$ cat src/rtl/init_dot_scanner.sv
// Raster timing generator and scan stage feeding the 48x16-dot INIT mask.
// Produces the mask lookup address and a two-stage registered, sync-aligned video stream.
module init_dot_scanner #(
    parameter int H_ACTIVE  = 640,
    parameter int H_FP      = 16,
    parameter int H_SYNC    = 96,
    parameter int H_BP      = 48,
    parameter int V_ACTIVE  = 480,
    parameter int V_FP      = 10,
    parameter int V_SYNC    = 2,
    parameter int V_BP      = 33,
    parameter int DOT_SHIFT = 3,
    parameter int ORIGIN_X  = 128,
    parameter int ORIGIN_Y  = 176
) (
    input  logic       clk,
    input  logic       reset_n,
    input  logic       pix_en,
    input  logic       show,
    output logic [3:0] dot_x,
    output logic [3:0] dot_y,
    input  logic       pixell,
    input  logic       pixelc,
    input  logic       pixelr,
    output logic       video,
    output logic       hsync_n,
    output logic       vsync_n,
    output logic       frame_start
);

    localparam int H_TOTAL = H_ACTIVE + H_FP + H_SYNC + H_BP;
    localparam int V_TOTAL = V_ACTIVE + V_FP + V_SYNC + V_BP;
    localparam int HW      = $clog2(H_TOTAL);
    localparam int VW      = $clog2(V_TOTAL);

    localparam logic [HW-1:0] H_LAST = HW'(H_TOTAL - 1);
    localparam logic [VW-1:0] V_LAST = VW'(V_TOTAL - 1);
    localparam logic [HW-1:0] H_ONE  = HW'(1);
    localparam logic [VW-1:0] V_ONE  = VW'(1);
    localparam logic [HW-1:0] ORG_X  = HW'(ORIGIN_X);
    localparam logic [VW-1:0] ORG_Y  = VW'(ORIGIN_Y);

    // Range limits widened to 32 bits so the window edge may sit past the counter range.
    localparam logic [31:0] HS_LO = 32'(H_ACTIVE + H_FP);
    localparam logic [31:0] HS_HI = 32'(H_ACTIVE + H_FP + H_SYNC);
    localparam logic [31:0] VS_LO = 32'(V_ACTIVE + V_FP);
    localparam logic [31:0] VS_HI = 32'(V_ACTIVE + V_FP + V_SYNC);
    localparam logic [31:0] X_LO  = 32'(ORIGIN_X);
    localparam logic [31:0] X_HI  = 32'(ORIGIN_X + (48 << DOT_SHIFT));
    localparam logic [31:0] Y_LO  = 32'(ORIGIN_Y);
    localparam logic [31:0] Y_HI  = 32'(ORIGIN_Y + (16 << DOT_SHIFT));
    localparam logic [31:0] H_ACT = 32'(H_ACTIVE);
    localparam logic [31:0] V_ACT = 32'(V_ACTIVE);

    logic [HW-1:0] h_cnt;
    logic [VW-1:0] v_cnt;
    logic          show_latched;

    logic [31:0] h_wide;
    logic [31:0] v_wide;
    logic        hs_raw;
    logic        vs_raw;
    logic        at_origin;
    logic        in_window;
    logic [5:0]  col;
    logic [3:0]  row;

    logic [1:0]  seg_d;
    logic        in_window_d;
    logic        hs_d;
    logic        vs_d;
    logic        fs_d;
    logic        pix_sel;

    // Offsets are only formed inside the window, so the subtraction never underflows.
    always_comb begin
        h_wide    = 32'(h_cnt);
        v_wide    = 32'(v_cnt);
        hs_raw    = (h_wide >= HS_LO) && (h_wide < HS_HI);
        vs_raw    = (v_wide >= VS_LO) && (v_wide < VS_HI);
        at_origin = (h_cnt == '0) && (v_cnt == '0);
        in_window = (h_wide >= X_LO) && (h_wide < X_HI) &&
                    (v_wide >= Y_LO) && (v_wide < Y_HI) &&
                    (h_wide < H_ACT) && (v_wide < V_ACT) && show_latched;
        col = '0;
        row = '0;
        if (in_window) begin
            col = 6'((h_cnt - ORG_X) >> DOT_SHIFT);
            row = 4'((v_cnt - ORG_Y) >> DOT_SHIFT);
        end
    end

    always_comb begin
        pix_sel = pixelr;
        if (seg_d == 2'd0) begin
            pix_sel = pixell;
        end else if (seg_d == 2'd1) begin
            pix_sel = pixelc;
        end
    end

    always_ff @(posedge clk or negedge reset_n) begin
        if (!reset_n) begin
            h_cnt        <= '0;
            v_cnt        <= '0;
            show_latched <= 1'b0;
            dot_x        <= '0;
            dot_y        <= '0;
            seg_d        <= '0;
            in_window_d  <= 1'b0;
            hs_d         <= 1'b0;
            vs_d         <= 1'b0;
            fs_d         <= 1'b0;
            video        <= 1'b0;
            hsync_n      <= 1'b1;
            vsync_n      <= 1'b1;
            frame_start  <= 1'b0;
        end else begin
            // frame_start is a single-clock pulse even when pix_en is sparse.
            frame_start <= 1'b0;
            if (pix_en) begin
                if (h_cnt == H_LAST) begin
                    h_cnt <= '0;
                    v_cnt <= (v_cnt == V_LAST) ? '0 : v_cnt + V_ONE;
                end else begin
                    h_cnt <= h_cnt + H_ONE;
                end
                if (at_origin) begin
                    show_latched <= show;
                end

                dot_x       <= col[3:0];
                dot_y       <= row;
                seg_d       <= col[5:4];
                in_window_d <= in_window;
                hs_d        <= hs_raw;
                vs_d        <= vs_raw;
                fs_d        <= at_origin;

                video       <= in_window_d & pix_sel;
                hsync_n     <= ~hs_d;
                vsync_n     <= ~vs_d;
                frame_start <= fs_d;
            end
        end
    end

endmodule

$ cat config.mk
export PLATFORM = sky130hd
export DESIGN_NAME = init_dot_scanner
export DESIGN_NICKNAME = d
export VERILOG_FILES = /design/src/rtl/init_dot_scanner.sv
export SDC_FILE = /design/constraint.sdc
export NUM_CORES = 1
export LEC_CHECK = 0
export CAP_MARGIN = 20
export CORE_AREA = 2 2 73 75
export CTS_BUF_LIST = sky130_fd_sc_hd__clkbuf_16
export CTS_CLUSTER_DIAMETER = 100
export DETAILED_ROUTE_END_ITERATION = 6
export DIE_AREA = 0 0 75 77
export GPL_ROUTABILITY_DRIVEN = 0
export PLACE_DENSITY_LB_ADDON = 0.08
export SLEW_MARGIN = 20
export SYNTH_ARGS = -nofsm -noshare
export SYNTH_HDL_FRONTEND = slang
export SYNTH_SLANG_ARGS = --single-unit
$ cat constraint.sdc
create_clock -name clk -period 4.4 [get_ports clk]
set_input_delay 0.88 -clock clk [delete_from_list [all_inputs] [get_ports clk]]
set_output_delay 0.88 -clock clk [all_outputs]
set_load 0.005 [all_outputs]
Word level (Yosys, flattened, before mapping)
Index checks and enable logic that the tools add are counted.
{"block": "totals", "register_bits": 39, "in_bits": 7, "output_inout_bits": 12, "word_cells": 55}
{"block": "classes", "add_sub_neg": 4, "n_lt_le_gt_ge": 10, "n_eq_ne": 3, "muxes": 7, "bitwise": 3, "reduce_logical": 14}
{"op": "10-bit less-than comparator (second input constant)", "n": 3}
{"op": "10-bit by 9-bit less-than comparator with 1-bit output (second input constant)", "n": 3}
{"op": "10-bit by 1-bit adder with 10-bit output (second input constant)", "n": 2}
{"op": "10-bit == test (second input constant)", "n": 2}
{"op": "10-bit by 8-bit >= comparator with 1-bit output (second input constant)", "n": 2}
{"op": "10-bit zero test", "n": 2}
{"op": "10-bit 2-to-1 mux", "n": 2}
{"op": "10-bit >= comparator (second input constant)", "n": 1}
{"op": "10-bit by 9-bit >= comparator with 1-bit output (second input constant)", "n": 1}
{"op": "1-bit logical AND", "n": 9}
{"op": "9-bit by 8-bit subtractor with 9-bit output (second input constant)", "n": 1}
{"op": "7-bit by 6-bit subtractor with 7-bit output (second input constant)", "n": 1}
{"op": "6-bit 2-to-1 mux", "n": 1}
{"op": "4-bit 2-to-1 mux", "n": 1}
{"op": "2-bit AND reduction", "n": 2}
{"op": "1-bit 2-to-1 mux", "n": 3}
{"op": "2-bit by 1-bit == test with 1-bit output (second input constant)", "n": 1}
{"op": "2-bit zero test", "n": 1}
{"op": "1-bit NOT", "n": 2}
{"op": "1-bit AND", "n": 1}

Logic depth before layout (Yosys ltp)
{"block": "depth", "ltp_word": 8, "mapped_depth": 6, "depth_no_buf": 6}

Worst setup path after synthesis
OpenSTA, ideal clock, no wires.
{"block": "synth_path", "kind": "input to register", "from": "in pix_en", "to": "reg show_latched", "setup_ns": 0.125, "arrival_time_ns": 1.726, "required_ns": 4.275, "slack_ns": 2.549, "path_stages": 4, "n_path_buf": 0, "path_cell_list": "nor3b_1 nand4_1 nor2_1 mux2_2"}
{"block": "synth_between", "elab_chain_len": 1}
{"item": "from (decl)", "line_no": "18", "source": "input logic pix_en,"}
{"item": "2-bit AND reduction (no source line)"}
{"item": "to (signal assigned)", "line_no": "129", "source": "show_latched <= show;"}
{"item": "to (decl)", "line_no": "57", "source": "logic show_latched;"}
No other way between the ends.
A chain may end at the register's enable or synchronous reset.

Final worst setup path
{"block": "layout_path", "from": "in pix_en", "to": "reg v_cnt[8]"}
{"block": "layout_between", "elab_chain_len": 1}
{"item": "2-bit AND reduction (no source line)"}
{"item": "to (signal assigned)", "line_no": "124", "source": "v_cnt <= (v_cnt == V_LAST) ? '0 : v_cnt + V_ONE;"}
{"item": "to (decl)", "line_no": "56", "source": "logic [VW-1:0] v_cnt;"}
No other way between the ends.

==> results.md <==
* DP Wirelength at around 2.9 mm
* Worst Max-Slew Pin Slew at approximately 0.86 ns
* CP Capture Type: flop
* Syn nets at roughly 200
* Reg2reg start: v_cnt[4]
* Max_cap viols at 0
* Initial Util at between 40 and 50%
* Total placed instance area at roughly 2200 sq um
* Unrepaired setup endpoints after global routing: no
* Cts repair resizes at 0
* Clock transition at path regs at ~0.060 ns
* Vias in the first global route at about 1400
* Fmax at 390 MHz
* Largest net degree at the start of global routing at 40
* Postcts setup bufs at 0
* CTS tree: done
* CTS root buffer: clkbuf_16
* Sequential share of the synthesized area at 48.8%
* Post-Synth Adder-Cell Area at between 5 and 6%
* Tmin final at ~2.6 ns
* Tightest Hold Check Type: reg -> reg
* Hold Crit Depth at 1
* XOR/XNOR share of the synthesized area at under 10%
* Worst r2r path cells at 4
* Setup ws final at about 1.8 ns
* Multiplexer area fraction after synthesis at 2.74%
* Critical-path cell list: clkdlybuf4s50_1 -> nand4_4 -> nand3b_4 -> nor3_1 -> mux2_2
* CP max stage delay at approximately 0.77 ns
* Post-DR vias/cell at roughly 5.3
* Largest family of logic cells by synthesized area: simple AND/OR/NAND/NOR gates
* Nets at about 220
* Initial antenna violation count at 0
* Avg Inst Size Synth at 10.8 sq um
* DR vias at between 1000 and 1500
* Worst ir drop on vdd at ~300 uV
* Final number of max-transition violations at 0
* Max-slew headroom at a little over two fifths
* First-pass GRT wire length at between 7 and 8 mm
* Compound-gate portion of the synthesized area at about 14%
* Critical Path RT at about 4.6 ns
* Finished Cell Area at 2390 sq um
* Post-synthesis simple-gate area fraction at between 20% and 30%
* Initial DRC count at 85
* Synth warnings at 0
* DRC violations left at 0
* Die ar. at just under 6000 sq um
* Power density over cell area at between 300 and 400 nW/um^2
* Row count at 26
* Die W at about 75 um
* # port buffers at 18
* Hold Path End: hsync_n
* WL per Instance at between 10 and 15 um
* Reg-to-Reg End: dot_y[2]
* # IOs at 19
* Hold Path Origin: hs_d
* ANT nets after route at 0
* H-tree Lvls at 2
* Maximum fanout along the worst path at 13
* Commonest non-fill, non-tap cell in the layout: dfrtp_1
* Yosys reg bits at 39
* Ranking of synthesized cells by area: dfrtp_1 46%, ha_1 5.6%, a22o_1 3.9%
* Core ar. at between 4000 and 5000 sq um
* Post-Synthesis Cells at between 150 and 200
* Share of cells above drive strength 1 at 10.3%
* N_diodes at 0
* Startpoint class of the critical path: primary input
* Final setup fails at 0
* Final Core Density at roughly 48%
* Pre-CTS setup slack at roughly 1.5 ns
* Most frequent cells in the layout: 37 x dfrtp_1, 17 x clkdlybuf4s50_1, 12 x nand2_1
* Drt total wl at slightly above 4 mm
* Finished Layout Cells at roughly 270
* Grt ovf at 0
* Top cell type's share of synthesized area at a little under half
* Layout Skew at 0.00438 ns
* Fin Setup TNS at 0 ns
* Tot GR Track Use at between 10% and 20%
* Area delta synth->final at 18.9%
* Final Hold Fails at 0
* Synth area leader: dfrtp_1
* Setup CP Type: in -> reg
* CTS Sinks at 39
* FF-to-FF setup slack at approximately 2.5 ns
* Leak Pwr at between 0.001 and 0.0015 uW
* Hold buffer count at cts at 0
* Synthesized area at 2010 sq um
* Tcrit/Tclk final at about three fifths
* Status: complete, no violations
* Chip Height at around 77 um
* Total iterations of the first detailed-routing run at 4
* Worst Path Arrival at about 2.7 ns
* Placed insts at approximately 270
* CTS Buffer Depth at 2
* Clock latency at the later pin of the worst-skew pair at approximately 0.28 ns
* Netlist cell types at 43
* CP max-delay cell: clkdlybuf4s50_1
* Total CTS buffers at 5
==> synthesized netlist by cell type <==
cell type,number
nor4b_1,3
nor3_4,1
nand4_1,6
dfstp_2,2
a22o_1,9
inv_1,11
clkinv_1,1
and3_1,4
and4_1,1
mux2i_1,1
and3b_1,1
nor2_1,11
nor4_4,1
nand4_4,1
and4bb_2,1
xnor2_1,5
nand3b_4,1
xor2_1,4
clkbuf_1,3
nor4_1,1
o2111a_1,1
nor3b_1,3
o21ai_0,10
and4b_1,1
o21bai_1,1
o2bb2ai_1,5
or2_2,1
buf_2,5
ha_1,9
a21oi_1,6
and2_1,1
nand3b_1,2
dfrtp_1,37
a21o_1,4
o2111ai_1,1
mux2_2,4
buf_6,1
or3_1,2
nand2_1,12
nand3_1,5
a22oi_1,1
a21oi_2,1
nor3_1,5
==> per-stage QoR <==
step | power [uW] | hold WS (ns)
2_1_floorplan | 510 | 0.406
3_3_place_gp | 546 | 0.428
3_5_place_dp | 552 | 0.441
4_1_cts | 958 | 0.448
5_1_grt | 993 | 0.495
6_report | 942 | 0.445
==> where the power goes <==
part           internal, uW  switching, uW
logic                  49.5           52.6
clock network           264            134
registers               388           53.6
total                   701            240
==> critical path: cells and delay by family <==
family / cells / cell delay [ns]
buffers and inverters: 1 / 0.77
muxes: 1 / 0.36
and+or+nand+nor: 3 / 0.71
==> per-layer routing <==
metal | part of all wire (%) | vias up | GRT usage [%]
li1 | - | 700 | -
met1 | 50 | 719 | 23.0
met2 | 45 | 28 | 22.3
met3 | 3.7 | 4 | 4.07
met4 | 1.1 | 0 | 6.43
met5 | 0 | - | 0
==> cell type report <==
class	count	area, sq um
sequential	39	978
timing repair buffer	18	175
fill	466	2590
multi-input combinational	126	936
clock buffer	5	125
clock inverter	3	38.8
tap	70	87.6
inverter	12	45.0
==> state kept, by name, summed over array words and instances, names as in the netlist <==
signal / flops
frame_start: 1
seg_d: 2
vs_d: 1
h_cnt: 10
fs_d: 1
dot_x: 4
in_window_d: 1
show_latched: 1
v_cnt: 10
hs_d: 1
hsync_n: 1
dot_y: 4
video: 1
vsync_n: 1
==> worst max-delay path by stage <==
stage,start,to,slack [ns],depth (start not counted)
2_1_floorplan,pix_en,show_latched,2.55,4
3_5_place_dp,pix_en,v_cnt[8],1.53,5
3_3_place_gp,pix_en,v_cnt[8],1.58,5
6_report,pix_en,v_cnt[8],1.84,5
5_1_grt,pix_en,show_latched,1.68,5
4_1_cts,pix_en,v_cnt[8],1.82,5
==> cells by family after synthesis <==
logic type               after synthesis
XOR/XNOR                               9
AND/OR/NAND/NOR                       64
adder cells (fa/ha/maj)                9
multiplexers                           5
flip-flops                            39
AO/OA/AOI/OAI                         39
buffers and inverters                 21
Note: power is estimated with default switching activity, not from simulation.
